**src/rtl/md5_match.sv**
```systemverilog
// md5_match: watches the md5core output stream and compares each 128-bit digest
// against a host-loaded target. The first match captures the candidate message
// and halts the search. Valid digests seen during a search are counted.
module md5_match #(
    parameter int COUNT_W = 32
) (
    input  logic               clk,
    input  logic               reset,
    input  logic               en,
    input  logic [7:0]         tgt_byte,
    input  logic               tgt_wr,
    input  logic               arm,
    input  logic               clear,
    input  logic [31:0]        a_in,
    input  logic [31:0]        b_in,
    input  logic [31:0]        c_in,
    input  logic [31:0]        d_in,
    input  logic [151:0]       m_in,
    input  logic               valid_in,
    output logic               tgt_loaded,
    output logic               busy,
    output logic               match,
    output logic [151:0]       match_msg,
    output logic [COUNT_W-1:0] hash_count
);

    typedef enum logic [1:0] {
        IDLE,
        READY,
        SEARCH,
        FOUND
    } state_t;

    state_t state;
    state_t state_next;

    logic [127:0] target;
    logic [3:0]   byte_cnt;

    logic [3:0]   s1_eq;
    logic [151:0] s1_m;
    logic         s1_valid;

    logic         load_take;
    logic         arm_take;
    logic         stage2_act;
    logic         stage2_hit;

    // Command qualification: clear outranks arm, arm outranks target writes,
    // and clear suppresses the stage-2 decision in the same cycle.
    always_comb begin
        load_take  = 1'b0;
        arm_take   = 1'b0;
        stage2_act = 1'b0;
        stage2_hit = 1'b0;
        if (!clear) begin
            load_take  = tgt_wr && (state == IDLE);
            arm_take   = arm && (state == READY);
            stage2_act = en && s1_valid && (state == SEARCH);
            stage2_hit = stage2_act && (&s1_eq);
        end
    end

    // Next-state logic for the search controller.
    always_comb begin
        state_next = state;
        if (clear) begin
            case (state)
                READY:   state_next = IDLE;
                SEARCH:  state_next = READY;
                FOUND:   state_next = READY;
                default: state_next = state;
            endcase
        end else begin
            case (state)
                IDLE: begin
                    if (load_take && (byte_cnt == 4'd15)) begin
                        state_next = READY;
                    end
                end
                READY: begin
                    if (arm_take) begin
                        state_next = SEARCH;
                    end
                end
                SEARCH: begin
                    if (stage2_hit) begin
                        state_next = FOUND;
                    end
                end
                default: state_next = state;
            endcase
        end
    end

    // State register.
    always_ff @(posedge clk) begin
        if (reset) begin
            state <= IDLE;
        end else begin
            state <= state_next;
        end
    end

    // Target shift register, byte counter and load-complete flag.
    always_ff @(posedge clk) begin
        if (reset) begin
            target     <= '0;
            byte_cnt   <= '0;
            tgt_loaded <= 1'b0;
        end else if (clear && (state == READY)) begin
            target     <= '0;
            byte_cnt   <= '0;
            tgt_loaded <= 1'b0;
        end else if (load_take) begin
            target   <= {target[119:0], tgt_byte};
            byte_cnt <= byte_cnt + 4'd1;
            if (byte_cnt == 4'd15) begin
                tgt_loaded <= 1'b1;
            end
        end
    end

    // Stage 1: per-word equality and message capture; emptied when a search starts
    // so beats that arrived before arm can never be counted or matched.
    always_ff @(posedge clk) begin
        if (reset) begin
            s1_eq    <= '0;
            s1_m     <= '0;
            s1_valid <= 1'b0;
        end else if (arm_take) begin
            s1_valid <= 1'b0;
        end else if (en) begin
            s1_eq    <= {a_in == target[127:96],
                         b_in == target[95:64],
                         c_in == target[63:32],
                         d_in == target[31:0]};
            s1_m     <= m_in;
            s1_valid <= valid_in;
        end
    end

    // Stage 2: saturating hash counter and first-match message capture.
    always_ff @(posedge clk) begin
        if (reset) begin
            hash_count <= '0;
            match_msg  <= '0;
        end else if (arm_take) begin
            hash_count <= '0;
            match_msg  <= '0;
        end else if (stage2_act) begin
            if (hash_count != '1) begin
                hash_count <= hash_count + COUNT_W'(1);
            end
            if (stage2_hit) begin
                match_msg <= s1_m;
            end
        end
    end

    assign busy  = (state == SEARCH);
    assign match = (state == FOUND);

endmodule

```
**config.mk**
```make
export PLATFORM = sky130hd
export DESIGN_NAME = md5_match
export DESIGN_NICKNAME = d
export VERILOG_FILES = /design/src/rtl/md5_match.sv
export SDC_FILE = /design/constraint.sdc
export NUM_CORES = 1
export LEC_CHECK = 0
export CAP_MARGIN = 10
export CORE_UTILIZATION = 27
export CTS_BUF_LIST = sky130_fd_sc_hd__clkbuf_16
export DETAILED_ROUTE_END_ITERATION = 10
export DONT_BUFFER_PORTS = 1
export MAX_ROUTING_LAYER = met4
export PLACE_DENSITY = 0.46
export SLEW_MARGIN = 0
export SYNTH_ARGS = -nofsm -noshare
export SYNTH_HDL_FRONTEND = slang
export SYNTH_SLANG_ARGS = --single-unit
```
**constraint.sdc**
```tcl
create_clock -name clk -period 2.6 [get_ports clk]
set_clock_uncertainty 0.15 [all_clocks]
set_input_delay 0.52 -clock clk [delete_from_list [all_inputs] [get_ports clk]]
set_output_delay 0.52 -clock clk [all_outputs]
set_load 0.02 [all_outputs]
```
==> results of run 1 <==
-- registers in the layout, summed over array words and instances, names as in the netlist --
name	cells
tgt_loaded	1
s1_eq	4
match_msg	152
hash_count	32
s1_m	152
state	2
byte_cnt	4
s1_valid	1
target	128
-- cells in the final DEF (no fill, tap or decap), types with 7 or more instances in the layout --
cell | netlist | final
xnor2_1 | 130 | 130
dlygate4sd3_1 | 0 | 148
inv_1 | 8 | 19
buf_4 | 2 | 38
nor4_1 | 9 | 9
buf_12 | 0 | 19
nand2_1 | 892 | 891
o21ai_0 | 13 | 13
clkinv_2 | 0 | 11
a21oi_1 | 457 | 457
dfxtp_1 | 476 | 476
clkbuf_16 | 0 | 55
ha_1 | 7 | 7
nor2_1 | 17 | 15
nand3_1 | 10 | 10
o21ai_1 | 15 | 15
clkinv_1 | 0 | 8
nand4_1 | 44 | 44
or3_1 | 22 | 22
-- through the flow --
| step | hold slack [ns] | utilization, % | area (µm²) |
|---|---|---|---|
| floorplan | 0.275 | - | 18200 |
| global placement | 0.285 | 29.3 | 19400 |
| detailed placement | 0.292 | 29.3 | 19400 |
| CTS | -0.194 | 33.7 | 22300 |
| global route | -0.167 | 34.2 | 22700 |
| finish | -0.129 | 34.2 | 22700 |
-- logic make-up after synthesis --
group / count (synthesis) / synth area share [%]
AO/OA/AOI/OAI: 505 / 14.5
XOR/XNOR: 134 / 6.44
adder cells (fa/ha/maj): 7 / 0.480
buffers and inverters: 159 / 3.42
flip-flops: 476 / 52.3
multiplexers: 1 / 0.0549
AND/OR/NAND/NOR: 1023 / 22.9
-- repair_timing --
| action | CTS | global route |
|---|---|---|
| setup endpoints to repair | 0 | 0 |
| resized for setup | 0 | 0 |
| hold buffers | 114 | 34 |
| endpoints found under the hold margin | 167 | 123 |
-- critical path: stages, from the launching register on --
cell and delay, ns:
dfxtp_1 0.34, nand4_2 0.15, or4_1 0.71, o31ai_4 0.47, buf_4 0.24, xor2_1 0.15, nor2_1 0.05
-- cell type report --
| type | count | area (µm²) | share of cell area (%) |
|---|---|---|---|
| tap | 864 | 1080 | 4.76 |
| sequential | 476 | 9530 | 42.0 |
| inverter | 8 | 30.0 | 0.132 |
| clock inverter | 45 | 392 | 1.73 |
| antenna | 3 | 7.51 | 0.0331 |
| multi-input combinational | 1670 | 8130 | 35.8 |
| timing repair buffer | 205 | 2150 | 9.46 |
| clock buffer | 55 | 1380 | 6.07 |
-- metal layers --
| layer | share of wire (%) | routed length, µm | vias to the layer above |
|---|---|---|---|
| met5 | 0 | 0 | - |
| li1 | - | - | 7798 |
| met4 | 3.0 | 1740 | 0 |
| met3 | 8.4 | 4920 | 105 |
| met1 | 42 | 24800 | 7491 |
| met2 | 47 | 27400 | 499 |
-- how the worst min path moves through the flow --
stage | cells after the start | endpoint | startpoint | slack, ns
floorplan | 2 | s1_eq[3] | s1_eq[3] | 0.27
global placement | 2 | match_msg[56] | s1_m[56] | 0.28
detailed placement | 2 | match_msg[29] | s1_m[29] | 0.29
CTS | 1 | s1_m[129] | reset | -0.19
global route | 1 | s1_m[129] | reset | -0.17
finish | 1 | s1_m[129] | reset | -0.13
-- report_power, final --
| group | switching, mW | internal [mW] | total [mW] |
|---|---|---|---|
| sequential | 0.0851 | 7.45 | 7.53 |
| combinational | 0.543 | 0.411 | 0.954 |
| clock | 3.17 | 4.44 | 7.61 |
==> flow_summary.ini, run 1 <==
[worst_setup_path]
required_ns = 2.92
start_kind = register
critPathKind = register to register
cp-startpoint = hash_count[27]
critPathCaptureType = register
crit_fanout = 9
timing.rr.start = hash_count[27]
endpoint = hash_count[0]
worst_ep_arrival_time_ns = 2.71
rr_worst_depth = 6
r2r-end = hash_count[0]
ff2ff_setup_slack_ns = 0.21

[timing]
final_max_slew_viol_count = 0
grt_setup_unrepaired = no
setup_viol = 0
fin_crit_sh_pct = 91.9
setup_tns_ns = 0
max_freq_mhz = 418
slew_headroom_pct = 63.4
hold_viol = 32
tightest_slew_ns = 0.550
hold_slack_ns = -0.129
fin_crit_ns = 2.39
setup_ws_ns = 0.210

[global_routing]
grt_busiest_layer = met2
grt_util_met1_pct = 19.9
grt_max_degree = 160
use_met3_pct = 5.26
grt_usage_pct = 16.6
use_met2_pct = 26.3
antenna_found_initial = 3
overflow = 0
grt_pass1_vias = 15000
grt_pass1_wl_mm = 86.6

[die]
die-area_mm2 = 0.0686
start_util_pct = 27.5
core_area_mm2 = 0.0663
row_count = 94
die_h_um = 262
io_pins = 482
die_w_um = 262

[placement]
hpwl_mm = 39.4
dp.cells = 3075
port_buffers = 0
dpl_worst_slack_ns = 0.224
gp_congestion = 0.854

[logic_synthesis]
synth_area_leader_cell = dfxtp_1
synth_edf_count = 0
synth_seq_cells = 476
synthTopCellsByArea = dfxtp_1, nand2_1, a21oi_1
post_synth_inst_count = 2305
synth_warnings = 0
async_flop_share_pct = 0
synthDistinctLibCells = 48
synth-main-ff-cell = dfxtp_1
yosys.area.top_type_share_pct = 52.3
syn_area_mm2 = 0.0182
yosysMostFrequentCell = nand2_1
syn_avg_cell_area_um2 = 7.91
yosys-top-cells-count = nand2_1, dfxtp_1, a21oi_1
syn_nets = 2607
seq_area_frac_synth_pct = 52.3

[routing]
dr.first_iter.drc_count = 985
routed_wirelength_mm = 58.9
dr.pass1.iters = 5
vias = 15900
final_antenna_net_count = 0
drc_errors = 0
viasPerCell = 4.78
routedWlPerCell_um = 17.7

[power_and_ir_drop]
power_mw = 16.1
p_per_area_mw_per_mm2 = 709
leakagePower_nw = 7.48
vdd_drop_max_uv = 449

[clock_tree]
cts.sinks = 476
path_clk_slew_ns = 0.06
cts-root-buf = clkbuf_16
cts_tree = yes
cts_made_buffers = 54
cts_buffer_depth = 3
clk_latency_ns = 0.60
post_cts_buffers = 0
htree_levels = 2

[hold_path]
hp-class = input pin to register

[job]
drv_cap = 0

[cells_and_area]
instances_no_fill = 3326
drive_above_1_share_pct = 6.67
nFillCells = 6951
area_delta_synth_final_pct = 24.4
nNetsFinal = 2717

[status]
status = finished with violations
violations = negative hold slack
No activity file was read; power rests on OpenSTA's default activity.
==> run 2: changes to the inputs <==
Settings changed: CORE_AREA set to 2 2 188 190, CORE_UTILIZATION 27 to unset, DIE_AREA set to 0 0 190 192, PLACE_DENSITY 0.46 to 0.74.
==> run 2 against run 1 <==
Global-route usage is 11 points higher; final area is 2.8% lower; largest cell class unchanged; count of clock-buffer cells in the layout is 5 lower; fmax is 2.0% lower; the run now ends clean; critical path type unchanged; clock power is 8.4% lower; sequential cell count stayed put; routed wire length is 7.9% lower; register-to-register slack worse by 0.05 ns.
==> flow_summary.ini, run 2 (synthesis gave the netlist of run 1 again) <==
[global_routing]
overflow = 0
grt_usage_pct = 27.7
use_met3_pct = 8.22
antenna_found_initial = 3
grt_util_met1_pct = 31.4
grt_pass1_vias = 15000
grt_max_degree = 160
use_met2_pct = 44.7
grt_busiest_layer = met2
grt_pass1_wl_mm = 78.7

[hold_path]
hp-class = input pin to register

[routing]
final_antenna_net_count = 0
dr.pass1.iters = 6
dr.first_iter.drc_count = 1198
viasPerCell = 5.64
routed_wirelength_mm = 54.2
routedWlPerCell_um = 18.6
vias = 16400
drc_errors = 0

[die]
io_pins = 482
die-area_mm2 = 0.0365
row_count = 68
start_util_pct = 53.2
core_area_mm2 = 0.0343
die_w_um = 190
die_h_um = 192

[cells_and_area]
largest_registers = match_msg (152), s1_m (152), target (128)
area_delta_synth_final_pct = 20.9
drive_above_1_share_pct = 5.83
final_cell_mix = nand2_1, dfxtp_1, a21oi_1
finish.utilization_pct = 64.3
final_area_mm2 = 0.0221
nNetsFinal = 2717
final_common_cell = nand2_1

[power_and_ir_drop]
leakagePower_nw = 7.39
vdd_drop_max_uv = 714
p_per_area_mw_per_mm2 = 704

[placement]
dpl_cell_area_mm2 = 0.0188
port_buffers = 0
dpl_worst_slack_ns = 0.226
gp_congestion = 0.899
hpwl_mm = 34.2

[timing]
slew_headroom_pct = 60.7
hold_viol = 0
fin_crit_sh_pct = 93.8
tightest_slew_ns = 0.590
max_freq_mhz = 410
final_max_slew_viol_count = 0
setup_ws_ns = 0.161
fin_crit_ns = 2.44
setup_viol = 0

[clock_tree]
clk_latency_ns = 0.58
cts_tree = yes
post_cts_buffers = 0
cts_buffer_depth = 3
cts-root-buf = clkbuf_16
path_clk_slew_ns = 0.06
htree_levels = 2
cts.sinks = 476
cts_made_buffers = 48

[job]
drv_cap = 0

[status]
status = finished, final reports clean

[worst_setup_path]
crit_fanout = 7
start_kind = register
worst_ep_arrival_time_ns = 2.80
required_ns = 2.96
critPathCaptureType = register
critPathKind = register to register
## run 2: cell count changes in the layout (fill, tap and decap cells not counted), sizes merged
cell	delta
buf	-10
clkbuf	-5
clkinv	+1
clkinvlp	-3
diode	+1
dlygate4sd3	+16
inv	-5
## run 2: what timing repair did
action / CTS / global route
setup endpoints to repair: 0 / 1
hold buffers: 74 / 92
endpoints found under the hold margin: 163 / 103
resized for setup: 0 / 3
## run 2: layout make-up
| type | instances | area, µm² |
|---|---|---|
| Multi-Input combinational cell | 1670 | 8140 |
| Timing Repair Buffer | 211 | 2200 |
| Clock inverter | 38 | 333 |
| Sequential cell | 476 | 9530 |
| Fill cell | 2746 | 12200 |
| Clock buffer | 50 | 1250 |
| Antenna cell | 4 | 10.0 |
| Inverter | 8 | 30.0 |
| Tap cell | 455 | 569 |
## run 2: path summary, 6_finish.rpt
path / startpoint / endpoint / cells after the start / slack [ns]
hold / removal: reset / s1_eq[1] / 3 / 0.02
setup reg to reg: state[0] / state[0] / 9 / 0.16
setup / recovery: state[0] / state[0] / 9 / 0.16
hold reg to reg: s1_m[66] / match_msg[66] / 2 / 0.30
## run 2: where the power goes
group | switching, mW | internal, mW | leakage, nW
Sequential | 0.0940 | 7.45 | 3.86
Clock | 2.90 | 4.07 | 0.813
Combinational | 0.579 | 0.425 | 2.72
Total | 3.57 | 11.9 | 7.39
## run 2: layer usage
layer | wire length [µm] | share of wire (%)
met3 | 4960 | 9.1
met4 | 2660 | 4.9
met5 | 0 | 0
met2 | 26100 | 48
met1 | 20500 | 38
## run 2: critical path, stage by stage (launching register included)
cell and delay [ns]:
dfxtp_1 0.36, inv_1 0.10, ha_2 0.24, nand4b_4 0.13
buf_4 0.20, o22ai_1 0.20, a21oi_2 0.11, nand3b_1 0.17
a21oi_1 0.15, dlygate4sd3_1 0.58
## run 2: per-stage QoR
stage                     power [mW]  cells  hold WS, ns  TNS (ns)
after floorplan                 8.25   2305        0.275         0
after global placement          8.38   2654        0.286         0
after detailed placement        8.41   2654        0.293         0
after CTS                       15.4   2816       -0.157         0
after global routing            16.0   2911       0.0176  -0.00111
final                           15.5   2912       0.0235         0
==> run 3: changes to the inputs <==
Settings changed: CTS_BUF_LIST sky130_fd_sc_hd__clkbuf_16 to sky130_fd_sc_hd__clkbuf_8.
==> run 3 against run 2 <==
The flow now finishes with violations (negative hold slack); sequential share of layout area grew 0.99 points; worst hold slack lost 0.13 ns; non-clock buffer count shrank 44; count of clock-buffer cells in the layout grew 40; global-route usage grew 0.45 points; first-iteration DRC count shrank 3.7%; utilization shrank 1.4 points; setup slack gained 0.0073 ns; die area is the same; register-to-register slack is essentially flat; sequential cell count is the same.
==> flow_summary.ini, run 3 (synthesis gave the netlist of run 1 again) <==
[hold_path]
worstHoldEndpoint = s1_m[39]
hp-start = m_in[39]
hold_depth = 2
hp-class = input pin to register

[placement]
port_buffers = 0
dpl_worst_slack_ns = 0.226
hpwl_mm = 34.2
gp_congestion = 0.899

[global_routing]
grt_usage_pct = 28.2
grt_max_degree = 160
antenna_found_initial = 1
grt_pass1_wl_mm = 79.9
overflow = 0
grt_pass1_vias = 15400

[timing]
fin_crit_sh_pct = 93.5
fin_crit_ns = 2.43
hold_viol = 70
max_freq_mhz = 411
tightest_slew_ns = 0.587
setup_ws_ns = 0.168
setup_viol = 0
hold_slack_ns = -0.103
setup_tns_ns = 0
slew_headroom_pct = 60.9
final_max_slew_viol_count = 0
grt_setup_unrepaired = no

[power_and_ir_drop]
p_int_mw = 11.6
p_sw_mw = 3.53
p_comb_share_pct = 5.9
clockPowerShare_pct = 44.1
p_seq_share_pct = 50.0
p_sw_share_pct = 23.4
p_per_area_mw_per_mm2 = 700
vdd_drop_max_uv = 548
leakagePower_nw = 7.27

[die]
start_util_pct = 53.2
die_h_um = 192
core_area_mm2 = 0.0343
die_w_um = 190
die-area_mm2 = 0.0365
row_count = 68
io_pins = 482

[routing]
final_antenna_net_count = 0
dr.first_iter.drc_count = 1154
drc_errors = 0
dr.pass1.iters = 5
routedWlPerCell_um = 18.1
routed_wirelength_mm = 52.6
vias = 16200
viasPerCell = 5.58

[cells_and_area]
area_delta_synth_final_pct = 18.2
drive_above_1_share_pct = 7.31
final_common_cell = nand2_1
finish.utilization_pct = 62.9
nNetsFinal = 2702
largest_registers = match_msg (152), s1_m (152), target (128)
final_cell_mix = nand2_1, dfxtp_1, a21oi_1

[clock_tree]
path_clk_slew_ns = 0.06
clk_latency_ns = 0.62
post_cts_buffers = 0
cts_tree = yes
cts-root-buf = clkbuf_8
cts_made_buffers = 77
htree_levels = 3
cts_buffer_depth = 3
cts.sinks = 476

[worst_setup_path]
cp-startpoint = state[1]
critPathKind = register to register
start_kind = register
crit_fanout = 5
required_ns = 2.94
r2r-end = s1_eq[1]
ff2ff_setup_slack_ns = 0.17
worst_ep_arrival_time_ns = 2.77
timing.rr.start = state[1]
critPathCaptureType = register
rr_worst_depth = 8

[status]
status = finished with violations
violations = negative hold slack

[job]
drv_cap = 0
run 3: changes by cell type in the layout (fill, tap and decap cells not counted), sizes merged:
cell	delta
dlygate4sd3	-42
clkbuf	+40
clkinv	-15
inv	+14
diode	-3
buf	-2
clkinvlp	+1
run 3: metrics by stage:
stage / power (mW) / cells / instance area (µm²) / hold slack (ns)
global placement: 8.38 / 2654 / 18800 / 0.286
finish: 15.1 / 2905 / 21600 / -0.103
floorplan: 8.25 / 2305 / 18200 / 0.275
global route: 15.6 / 2905 / 21600 / -0.166
detailed placement: 8.41 / 2654 / 18800 / 0.293
CTS: 15.2 / 2881 / 21300 / -0.227
run 3: what timing repair did:
item	in CTS	in global routing
setup endpoints to repair	0	1
endpoints found under the hold margin	172	153
hold buffers	99	23
gates resized for setup	0	4
run 3: worst max-delay path: stages (launching register included):
cell and delay (ns):
dfxtp_1 0.42, inv_1 0.11, ha_1 0.26, nand3b_1 0.30, and2_4 0.26, nor2_1 0.06
dlygate4sd3_1 0.61, nand2_1 0.07, o21ai_0 0.07
run 3: cell type report:
class | instances | area [µm²]
sequential | 476 | 9530
timing repair buffer | 167 | 1720
clock inverter | 38 | 325
clock buffer | 90 | 1240
fill | 2895 | 12700
antenna | 1 | 2.50
inverter | 8 | 30.0
multi-input combinational | 1670 | 8150
tap | 455 | 569
run 3: layer usage:
metal	global-route usage [%]	part of all wire (%)	up-vias	routed length (µm)
met1	31.5	37	7522	19700
met4	15.8	4.6	0	2410
li1	-	-	7749	-
met3	9.39	10	167	5340
met2	44.4	48	773	25200
met5	-	0	-	0
run 3: how the worst max path moves through the flow:
stage	endpoint	slack [ns]	cells after the start
final	s1_eq[1]	0.17	8
after global routing	state[0]	0.03	6
after CTS	state[0]	0.13	9
after detailed placement	hash_count[27]	0.23	5
after global placement	hash_count[27]	0.27	5
after floorplan	hash_count[25]	0.26	7
run 3: power groups by stage:
stage / sequential, mW / combinational (mW) / clock (mW)
final: 7.54 / 0.892 / 6.65
after global routing: 7.55 / 0.976 / 7.11
after CTS: 7.54 / 0.847 / 6.77
after detailed placement: 7.70 / 0.715 / 0
after global placement: 7.69 / 0.696 / 0
after floorplan: 7.67 / 0.579 / 0
